File: src/rtl/divsr_if.sv
// Handshake and operand/result bundle between the ALU issue logic and divsr.
// The is_signed mode select exists only when DIVSR_SIGNED_EN is defined.
interface divsr_if #(
  parameter int unsigned WIDTH = 64
);
  logic             start;
  logic [WIDTH-1:0] a;
  logic [WIDTH-1:0] b;
`ifdef DIVSR_SIGNED_EN
  logic             is_signed;
`endif
  logic [WIDTH-1:0] quotient;
  logic [WIDTH-1:0] remainder;
  logic             busy;
  logic             done;
  logic             div_by_zero;

  modport master (
`ifdef DIVSR_SIGNED_EN
    output is_signed,
`endif
    output start, a, b,
    input  quotient, remainder, busy, done, div_by_zero
  );

  modport slave (
`ifdef DIVSR_SIGNED_EN
    input  is_signed,
`endif
    input  start, a, b,
    output quotient, remainder, busy, done, div_by_zero
  );
endinterface

File: src/rtl/divsr.sv
// divsr: sequential restoring shift-subtract divider, one quotient bit per clock.
// Define DIVSR_SIGNED_EN to add a signed (truncate toward zero) mode via is_signed.
module divsr #(
  parameter int unsigned WIDTH = 64
) (
  input  logic    clk,
  input  logic    rst,
  divsr_if.slave  bus
);

  localparam int unsigned CNT_W = $clog2(WIDTH);

  typedef enum logic [1:0] {S_IDLE, S_RUN, S_FIN} state_t;

  state_t           r_state;
  logic [CNT_W-1:0] r_cnt;
  logic [WIDTH-1:0] r_dvd;      // dividend in, quotient bits shift in from the LSB
  logic [WIDTH-1:0] r_dvs;
  logic [WIDTH:0]   r_pr;
  logic             r_dz_pend;
  logic [WIDTH-1:0] r_quotient;
  logic [WIDTH-1:0] r_remainder;
  logic             r_busy;
  logic             r_done;
  logic             r_dz;

  logic [WIDTH-1:0] w_a_mag;
  logic [WIDTH-1:0] w_b_mag;
  logic             w_b_zero;
  logic [WIDTH+1:0] w_shift;
  logic [WIDTH+1:0] w_sub;
  logic             w_borrow;
  logic [WIDTH:0]   w_pr_nx;
  logic [WIDTH-1:0] w_q_nx;
  logic [WIDTH-1:0] w_q_out;
  logic [WIDTH-1:0] w_r_out;

  assign w_b_zero = (bus.b == '0);

  // One restoring step: shift in the next dividend bit, subtract, restore on borrow
  assign w_shift  = {r_pr, r_dvd[WIDTH-1]};
  assign w_sub    = w_shift - {2'b00, r_dvs};
  assign w_borrow = w_sub[WIDTH+1];
  assign w_pr_nx  = w_borrow ? w_shift[WIDTH:0] : w_sub[WIDTH:0];
  assign w_q_nx   = {r_dvd[WIDTH-2:0], ~w_borrow};

`ifdef DIVSR_SIGNED_EN
  logic w_a_neg;
  logic w_b_neg;
  logic r_neg_q;
  logic r_neg_r;

  assign w_a_neg = bus.is_signed & bus.a[WIDTH-1];
  assign w_b_neg = bus.is_signed & bus.b[WIDTH-1];
  assign w_a_mag = w_a_neg ? WIDTH'(~bus.a + 1'b1) : bus.a;
  assign w_b_mag = w_b_neg ? WIDTH'(~bus.b + 1'b1) : bus.b;
  assign w_q_out = r_neg_q ? WIDTH'(~w_q_nx + 1'b1) : w_q_nx;
  assign w_r_out = r_neg_r ? WIDTH'(~w_pr_nx[WIDTH-1:0] + 1'b1) : w_pr_nx[WIDTH-1:0];

  always_ff @(posedge clk) begin
    if (rst) begin
      r_neg_q <= 1'b0;
      r_neg_r <= 1'b0;
    end else if (r_state != S_RUN && !r_dz_pend && bus.start) begin
      r_neg_q <= w_a_neg ^ w_b_neg;
      r_neg_r <= w_a_neg;
    end
  end
`else
  assign w_a_mag = bus.a;
  assign w_b_mag = bus.b;
  assign w_q_out = w_q_nx;
  assign w_r_out = w_pr_nx[WIDTH-1:0];
`endif

  always_ff @(posedge clk) begin
    if (rst) begin
      r_state     <= S_IDLE;
      r_cnt       <= '0;
      r_dvd       <= '0;
      r_dvs       <= '0;
      r_pr        <= '0;
      r_dz_pend   <= 1'b0;
      r_quotient  <= '0;
      r_remainder <= '0;
      r_busy      <= 1'b0;
      r_done      <= 1'b0;
      r_dz        <= 1'b0;
    end else begin
      r_done <= 1'b0;
      case (r_state)
        S_RUN: begin
          r_pr  <= w_pr_nx;
          r_dvd <= w_q_nx;
          if (r_cnt == '0) begin
            r_state     <= S_FIN;
            r_busy      <= 1'b0;
            r_done      <= 1'b1;
            r_quotient  <= w_q_out;
            r_remainder <= w_r_out;
          end else begin
            r_cnt <= r_cnt - 1'b1;
          end
        end
        default: begin
          // Divide-by-zero spends one FIN cycle before publishing; start is not taken then
          if (r_dz_pend) begin
            r_dz_pend   <= 1'b0;
            r_state     <= S_FIN;
            r_quotient  <= '1;
            r_remainder <= r_dvd;
            r_dz        <= 1'b1;
            r_done      <= 1'b1;
          end else if (bus.start) begin
            r_dvd <= w_b_zero ? bus.a : w_a_mag;
            r_dvs <= w_b_mag;
            r_pr  <= '0;
            r_cnt <= CNT_W'(WIDTH - 1);
            r_dz  <= 1'b0;
            if (w_b_zero) begin
              r_state   <= S_FIN;
              r_dz_pend <= 1'b1;
            end else begin
              r_state <= S_RUN;
              r_busy  <= 1'b1;
            end
          end else begin
            r_state <= S_IDLE;
          end
        end
      endcase
    end
  end

  assign bus.quotient    = r_quotient;
  assign bus.remainder   = r_remainder;
  assign bus.busy        = r_busy;
  assign bus.done        = r_done;
  assign bus.div_by_zero = r_dz;

endmodule

File: src/flat_wrapper.sv
// flat-port wrapper written by rule: the top's interface ports become plain ports
module divsr_flat 
#(
  parameter int unsigned WIDTH = 64
)
  (clk, rst, bus_start, bus_a, bus_b, bus_quotient, bus_remainder, bus_busy, bus_done, bus_div_by_zero);
  divsr_if #(.WIDTH(WIDTH)) bus_i ();
  input  logic clk;
  input  logic rst;
  input wire logic [$bits(bus_i.start)-1:0] bus_start;
  input wire logic [$bits(bus_i.a)-1:0] bus_a;
  input wire logic [$bits(bus_i.b)-1:0] bus_b;
  output wire logic [$bits(bus_i.quotient)-1:0] bus_quotient;
  output wire logic [$bits(bus_i.remainder)-1:0] bus_remainder;
  output wire logic [$bits(bus_i.busy)-1:0] bus_busy;
  output wire logic [$bits(bus_i.done)-1:0] bus_done;
  output wire logic [$bits(bus_i.div_by_zero)-1:0] bus_div_by_zero;
  assign bus_i.start = bus_start;
  assign bus_i.a = bus_a;
  assign bus_i.b = bus_b;
  assign bus_quotient = bus_i.quotient;
  assign bus_remainder = bus_i.remainder;
  assign bus_busy = bus_i.busy;
  assign bus_done = bus_i.done;
  assign bus_div_by_zero = bus_i.div_by_zero;
  divsr #(.WIDTH(WIDTH)) u_core (.clk(clk), .rst(rst), .bus(bus_i));
endmodule
File: config.mk
export PLATFORM = sky130hd
export DESIGN_NAME = divsr_flat
export DESIGN_NICKNAME = d
export VERILOG_FILES = /design/src/rtl/divsr_if.sv /design/src/rtl/divsr.sv /design/src/flat_wrapper.sv
export SDC_FILE = /design/constraint.sdc
export NUM_CORES = 1
export LEC_CHECK = 0
export BUFFER_PORTS_ARGS = -buffer_cell sky130_fd_sc_hd__buf_4
export CAP_MARGIN = 30
export CELL_PAD_IN_SITES_DETAIL_PLACEMENT = 0
export CELL_PAD_IN_SITES_GLOBAL_PLACEMENT = 2
export CORE_MARGIN = 3
export CORE_UTILIZATION = 30
export DETAILED_ROUTE_END_ITERATION = 16
export PLACE_DENSITY = 0.85
export RECOVER_POWER = 50
export SLEW_MARGIN = 20
export SYNTH_ARGS = -nofsm -noshare
export SYNTH_HDL_FRONTEND = slang
export SYNTH_SLANG_ARGS = --single-unit
export TNS_END_PERCENT = 5
File: constraint.sdc
create_clock -name clk -period 4.2 [get_ports clk]
set_clock_uncertainty 0.1 [all_clocks]
set_input_delay 0.42 -clock clk [delete_from_list [all_inputs] [get_ports clk]]
set_output_delay 0.42 -clock clk [all_outputs]
set_load 0.005 [all_outputs]
# Word level (Yosys, flattened, before mapping)
# Cells that the tools add are included.
# word_totals
regBits	333
latchBits	0
mem_bits_rw	0
rom_bits	0
in_bits	131
output_inout_bits	131
elab_cells	67
memories	0
# classes
n_addsub	2
mul	0
div_mod_pow	0
magnitude_cmp	0
n_eq_ne	5
n_shift	0
mux	35
bitwise_logic	3
n_reduce_logical	11
# op_table
cell	count
two-way mux 64 bit	9
two-way mux 65 bit	4
subtractor 66 x 64 -> 66 bit	1
logical NOT 64 bit	1
two-way mux 6 bit	4
two-way mux 1 bit	13
two-way mux 2 bit	5
logical NOT 6 bit	1
inequality test 2 bit, second input constant	3
AND reduction 2 bit	3
AND reduction 3 bit	2
nonzero test 2 bit	3
subtractor 6 x 1 -> 6 bit, second input constant	1
AND reduction 4 bit	1
inverter 1 bit	3
== test 2 x 1 -> 1 bit, second input constant	1
inequality test 2 x 1 -> 1 bit, second input constant	1

# Logic depth before layout (Yosys ltp)
# depth
ltp_word	5
ltp_mapped	16
ltp_nobuf	15

# Worst setup path after synthesis
# Ideal clock, no wire load.
# synth_path
path_kind	register to register
startpoint	reg u_core.r_dvd[63]
endpoint	reg u_core.r_remainder[52] (netlist: u_core.bus.remainder[52])
setup_time_ns	0.115
arrival_ns	3.190
required_ns	3.985
slack_ns	0.796
stages_incl_launch_ff	16
n_path_buf	0
synth_period_minus_slack_ns	3.404
cell_sequence	dfxtp_1 inv_1 ha_1 inv_1 fa_1 a21o_1 and4_1 o21ai_0 a31oi_1 o31ai_2 o21ai_1 a21oi_1 o21bai_1 xor2_1 mux2i_1 a2111oi_0
# synth_between
elab_chain_cells	4
# synth_lines
element	line	source
start, declared	divsr.sv:17	logic [WIDTH-1:0] r_dvd;
start signal, assigned	divsr.sv:94	r_dvd <= w_q_nx;
start signal, assigned	divsr.sv:115	r_dvd <= w_b_zero ? bus.a : w_a_mag;
subtractor 66 x 64 -> 66 bit	divsr.sv:42	assign w_sub = w_shift - {2'b00, r_dvs};
two-way mux 65 bit	divsr.sv:44	assign w_pr_nx = w_borrow ? w_shift[WIDTH:0] : w_sub[WIDTH:0];
two-way mux 64 bit	divsr.sv:95	if (r_cnt == '0) begin
two-way mux 64 bit	divsr.sv:91	case (r_state)
end signal, assigned	divsr.sv:100	r_remainder <= w_r_out;
end signal, assigned	divsr.sv:111	r_remainder <= r_dvd;
end, declared	divsr.sv:22	logic [WIDTH-1:0] r_remainder;
# No other way between the ends. The select of a mux whose other input is x is not followed.
# A chain may end at the register's enable or synchronous reset.

# Worst setup path in the final report
# layout_path
startpoint	reg u_core.r_dvs[20]
endpoint	reg u_core.r_remainder[59] (netlist: u_core.bus.remainder[59])
# layout_between
elab_chain_cells	4
# layout_lines
element	line	source
start, declared	divsr.sv:18	logic [WIDTH-1:0] r_dvs;
start signal, assigned	divsr.sv:116	r_dvs <= w_b_mag;
subtractor 66 x 64 -> 66 bit	divsr.sv:42	
two-way mux 65 bit	divsr.sv:44	
two-way mux 64 bit	divsr.sv:95	
two-way mux 64 bit	divsr.sv:91	
# No other way between the ends. The select of a mux whose other input is x is not followed.

==> run summary <==
Source of the critical timing path: u_core.r_dvs[20]$_SDFFE_PP0P_. Clock tree synthesis selected as its root buffer the cell clkbuf_16. The worst register-to-register path ends at u_core.bus.remainder[59]$_SDFFE_PP0P_. Upper clock frequency limit: 250.6 MHz. The final count of hold timing violations was 0; the final routed wire length divided by cell count was 20.17 um. The most critical setup path has its endpoint at u_core.bus.remainder[59]$_SDFFE_PP0P_. Summing the areas of all fa, ha and maj instances in the mapped netlist gives 4.869% of the synthesized area. The startpoint identified for the worst register-to-register timing path is u_core.r_dvs[20]$_SDFFE_PP0P_. After routing the design area is 21,460 um^2. After synthesis, the mean cell area works out to 7.890 um^2. The number of global-route vias before repair was 15.91k.

In the post-synthesis netlist, the biggest area contributors are dfxtp_1 (38%), nor2_1 (7.2%), nand2_1 (5.8%), a21oi_1 (5.4%), ha_1 (4.8%). The most used flip-flop cell after synthesis is dfxtp_1. The count of flip-flops with a built-in enable after synthesis is 0, and the via-per-instance ratio is 5.211. Summing all placed instances gives a cell area of 20,050 um^2.

The post-detailed-route count of antenna-violating nets came out at 0. For the length of the first detailed-routing pass in iterations, the log shows 5. At the pin with the least slew margin, the transition time is 2198 ps. The vertical die dimension was 246.6 um. Measured against the total synthesized area, the mux share comes to 4.725%. Data on the critical path arrives at its endpoint at 4380 ps. The area added between synthesis and finish came out at 23.55%.

STA puts the critical path data required time at 4590 ps. Setup violations remaining at the end of the flow were counted as 0. The area taken by multi-input logic gates was 9781 um^2. After synthesis, the share of flip-flops with an asynchronous set or reset is 0%.

The share of synthesized area in the top cell type comes to 38.37%. The worst supply voltage drop on vdd was 437.8 uV. The number of antenna diodes in the final layout is 0. For this run, the post-layout net count is 2,612.

Counting instances in the post-synthesis netlist gives the leading cell types as nor2_1 (335), dfxtp_1 (333), nand2_1 (270). The max-slew violation count came out at 101. The number of nets handed over by synthesis was 2,400. The tools report the H-tree depth as 2. In this run the tightest slew margin relative to its limit is -46.84%. Once routing completed, OpenROAD measured the worst setup slack at 209.4 ps.

For the finished layout, the period the worst path requires is 3991 ps. Counting tap cells, the placed design contains a total of 3,106 instances. The detailed router finished its first iteration with 1,194 violations.

The cell area that synthesis handed to floorplanning was 17,370 um^2. For the reg-to-reg setup timing slack, the log shows 210 ps. For the number of antenna violations at the first check in global routing, the log shows 0.

The run finished, with violations left. The tightest min-delay check is of the primary input to register type. The capturing element type of the critical path was a register. Remaining global-route overflow: 0. The cell count of the worst reg-to-reg path is 15, and the post-route fraction of the period consumed by the critical path is 95.02%. Die boundary width: 246.6 um.

The startpoint-to-endpoint class of the critical path is register to register. TritonCTS built the clock tree. Input and output buffers added on the ports amount to 261. The number of clock buffers inserted by TritonCTS was 40; the fill cell total of the finished layout was 5,986. Setup repair after global routing left no endpoint under its margin. The most common cell in the synthesized netlist is nor2_1. Entering global routing, the biggest net connects 161 pins. The routed wire length was 64,510 um; the first-pass GRT wire length was 98,300 um. Cells with a size suffix above 1 make up 15.60% of the layout. Initial core utilization: 30.57%. The synthesized netlist devotes 21.27% of its cell area to simple gates. The parity-gate share of the synthesized area counting xor and xnor cells works out to 3.234%. Detailed-route via count: 16.67k. At the placement stage, the worst setup path has a slack of -36.98 ps. The DRC violations left is 0. For this design the ratio of total power to cell area is 683.4 nW/um^2. For the placement row count, the log shows 87.

The final weighted congestion in routability-driven placement was 0.9366; the clock slew at the register clock pins of the worst setup and hold paths was 60 ps. At the later pin of the worst-skew pair, clock insertion delay measures 570 ps. The run gives 2 as the number of max-cap violations. By area, the combinational part of the netlist is dominated by compound AO/OA/AOI/OAI gates. Global routing used 20.70% of the available tracks across all layers.

The tools report the storage element area as 6666 um^2. The number of clock sinks was 333; the highest fanout seen on the critical path was 5. The distinct cell type count after synthesis is 74, and the proportion of synthesized chip area in sequential cells is 38.37%. The die covers 60,830 um^2. The tools report the total half-perimeter wirelength after legalization and detailed placement as 47,230 um. The count of cells in the finished layout, fillers not included, comes to 3,199. The run gives 0 as the synthesis warning total.

After floorplanning, the core was sized to cover 56,820 um^2. For the number of ports placed on the die boundary, the log shows 262. The register bit total from synthesis came out at 333. The startpoint kind of the worst setup timing path was a register. The synthesized netlist devotes 21.87% of its cell area to compound gates.

dfxtp_1 takes more of the synthesized area than any other cell. The clock passes through at most 3 buffers. Synthesis handed over a netlist of 2,202 instances. The checks that failed: max-capacitance violations, max-slew violations.

For the leakage component of the power, the log shows 8.990 nW.
-- cell type report --
cell class              count  share of cell area, %
clock buffers              64                  5.788
clock inverters             7                 0.5479
inverters                  81                  1.417
multi-input cells        1629                  45.57
flip-flops and latches    333                  31.06
well taps                 756                  4.407
repair buffers            329                  11.22
-- worst min path at each step --
stage                                       start                       endpoint  slack (ps)  cells past startpoint
floorplan            u_core.r_pr[60]$_SDFFE_PP0P_   u_core.r_pr[60]$_SDFFE_PP0P_         340                      2
global placement    u_core.r_dvs[63]$_SDFFE_PP0P_  u_core.r_dvs[63]$_SDFFE_PP0P_         340                      2
detailed placement   u_core.r_dvs[3]$_SDFFE_PP0P_   u_core.r_dvs[3]$_SDFFE_PP0P_         350                      2
CTS                                     bus_b[30]  u_core.r_dvs[30]$_SDFFE_PP0P_           1                      3
global route                            bus_b[22]  u_core.r_dvs[22]$_SDFFE_PP0P_          30                      3
finish                                  bus_b[46]  u_core.r_dvs[46]$_SDFFE_PP0P_          30                      3
-- metal layers --
layer | routed length [um] | part of all wire, % | track usage [%] | vias to the layer above
met4 | 1517 | 2.4 | 5.698 | 0
met2 | 27050 | 42 | 30.03 | 470
met3 | 4030 | 6.2 | 4.125 | 69
met5 | 0 | 0 | 0 | -
met1 | 31910 | 49 | 30.78 | 7926
li1 | - | - | - | 8206
-- timing repair --
item,CTS,global route
endpoints found under the setup margin,4,12
resized for setup,1,5
pin swaps,0,1
hold buffers,20,0
endpoints found under the hold margin,20,0
buffers inserted,0,1
gates cloned,0,0
-- worst max-delay path: stages (launching register included) --
cell and delay (ps):
dfxtp_1 330, inv_1 80, ha_1 260, a211oi_1 440, o221ai_1 280, a41oi_1 420
a21boi_0 230, nor3_1 230, buf_4 150, o221ai_1 250, a21oi_1 370, o21ai_0 140
xor2_1 250, mux2i_1 120, buf_4 150, o21ai_0 130
-- where the power goes --
group	leakage [nW]	switching [mW]	internal, mW	total [mW]
combinational	5.60	4.47	2.79	7.26
sequential	2.72	0.305	3.47	3.78
clock	0.670	1.43	2.20	3.63
total	8.99	6.20	8.47	14.7
-- state kept, by name, indices dropped and copies added (netlist names), 2 cells and up --
register              cells
u_core.bus.quotient      64
u_core.r_pr              65
u_core.bus.remainder     64
u_core.r_state            2
u_core.r_dvd             64
u_core.r_dvs             64
u_core.r_cnt              6
-- cell usage in the layout (no fill, tap or decap), types with 6 or more instances in the layout --
cell	count
dfxtp_1	333
clkbuf_16	41
or3_1	6
a211oi_1	80
xnor2_1	35
a21oi_1	185
o21ai_0	106
mux2i_1	81
nand2_1	267
clkbuf_4	83
nand3_1	8
o31ai_1	7
inv_1	81
dlygate4sd3_1	20
nor2_1	335
a2111oi_0	11
o211ai_1	14
ha_1	66
clkbuf_1	60
a2111oi_2	30
nor2b_1	7
a22o_1	8
a31oi_1	7
o21a_1	11
buf_4	169
clkbuf_8	13
nand2b_1	8
o21ai_1	10
xor2_1	25
o21bai_1	15
nor3_1	149
a21o_1	26
nor4_1	29
nand4_1	22
-- stage by stage --
stage                     utilization [%]  total power, mW  hold WS [ps]  TNS [ps]
final                               37.77            14.67         28.77         0
after global routing                37.77            15.57         25.16         0
after CTS                           38.05            14.67         1.246         0
after detailed placement            35.29            10.92         348.8    -61.18
after global placement              35.29            10.95         344.0    -60.06
after floorplan                         -            8.652         335.9         0
-- cell families (layout without fill, tap and decap cells) --
family | Yosys count | after routing
and+or+nand+nor | 858 | 858
AOI/OAI and AO/OA | 560 | 560
DFF | 333 | 333
buffers and inverters | 240 | 481
muxes | 82 | 82
adders and majority gates | 67 | 67
xor gates and xnor gates | 62 | 62
Note: power is estimated with default switching activity, not from simulation.
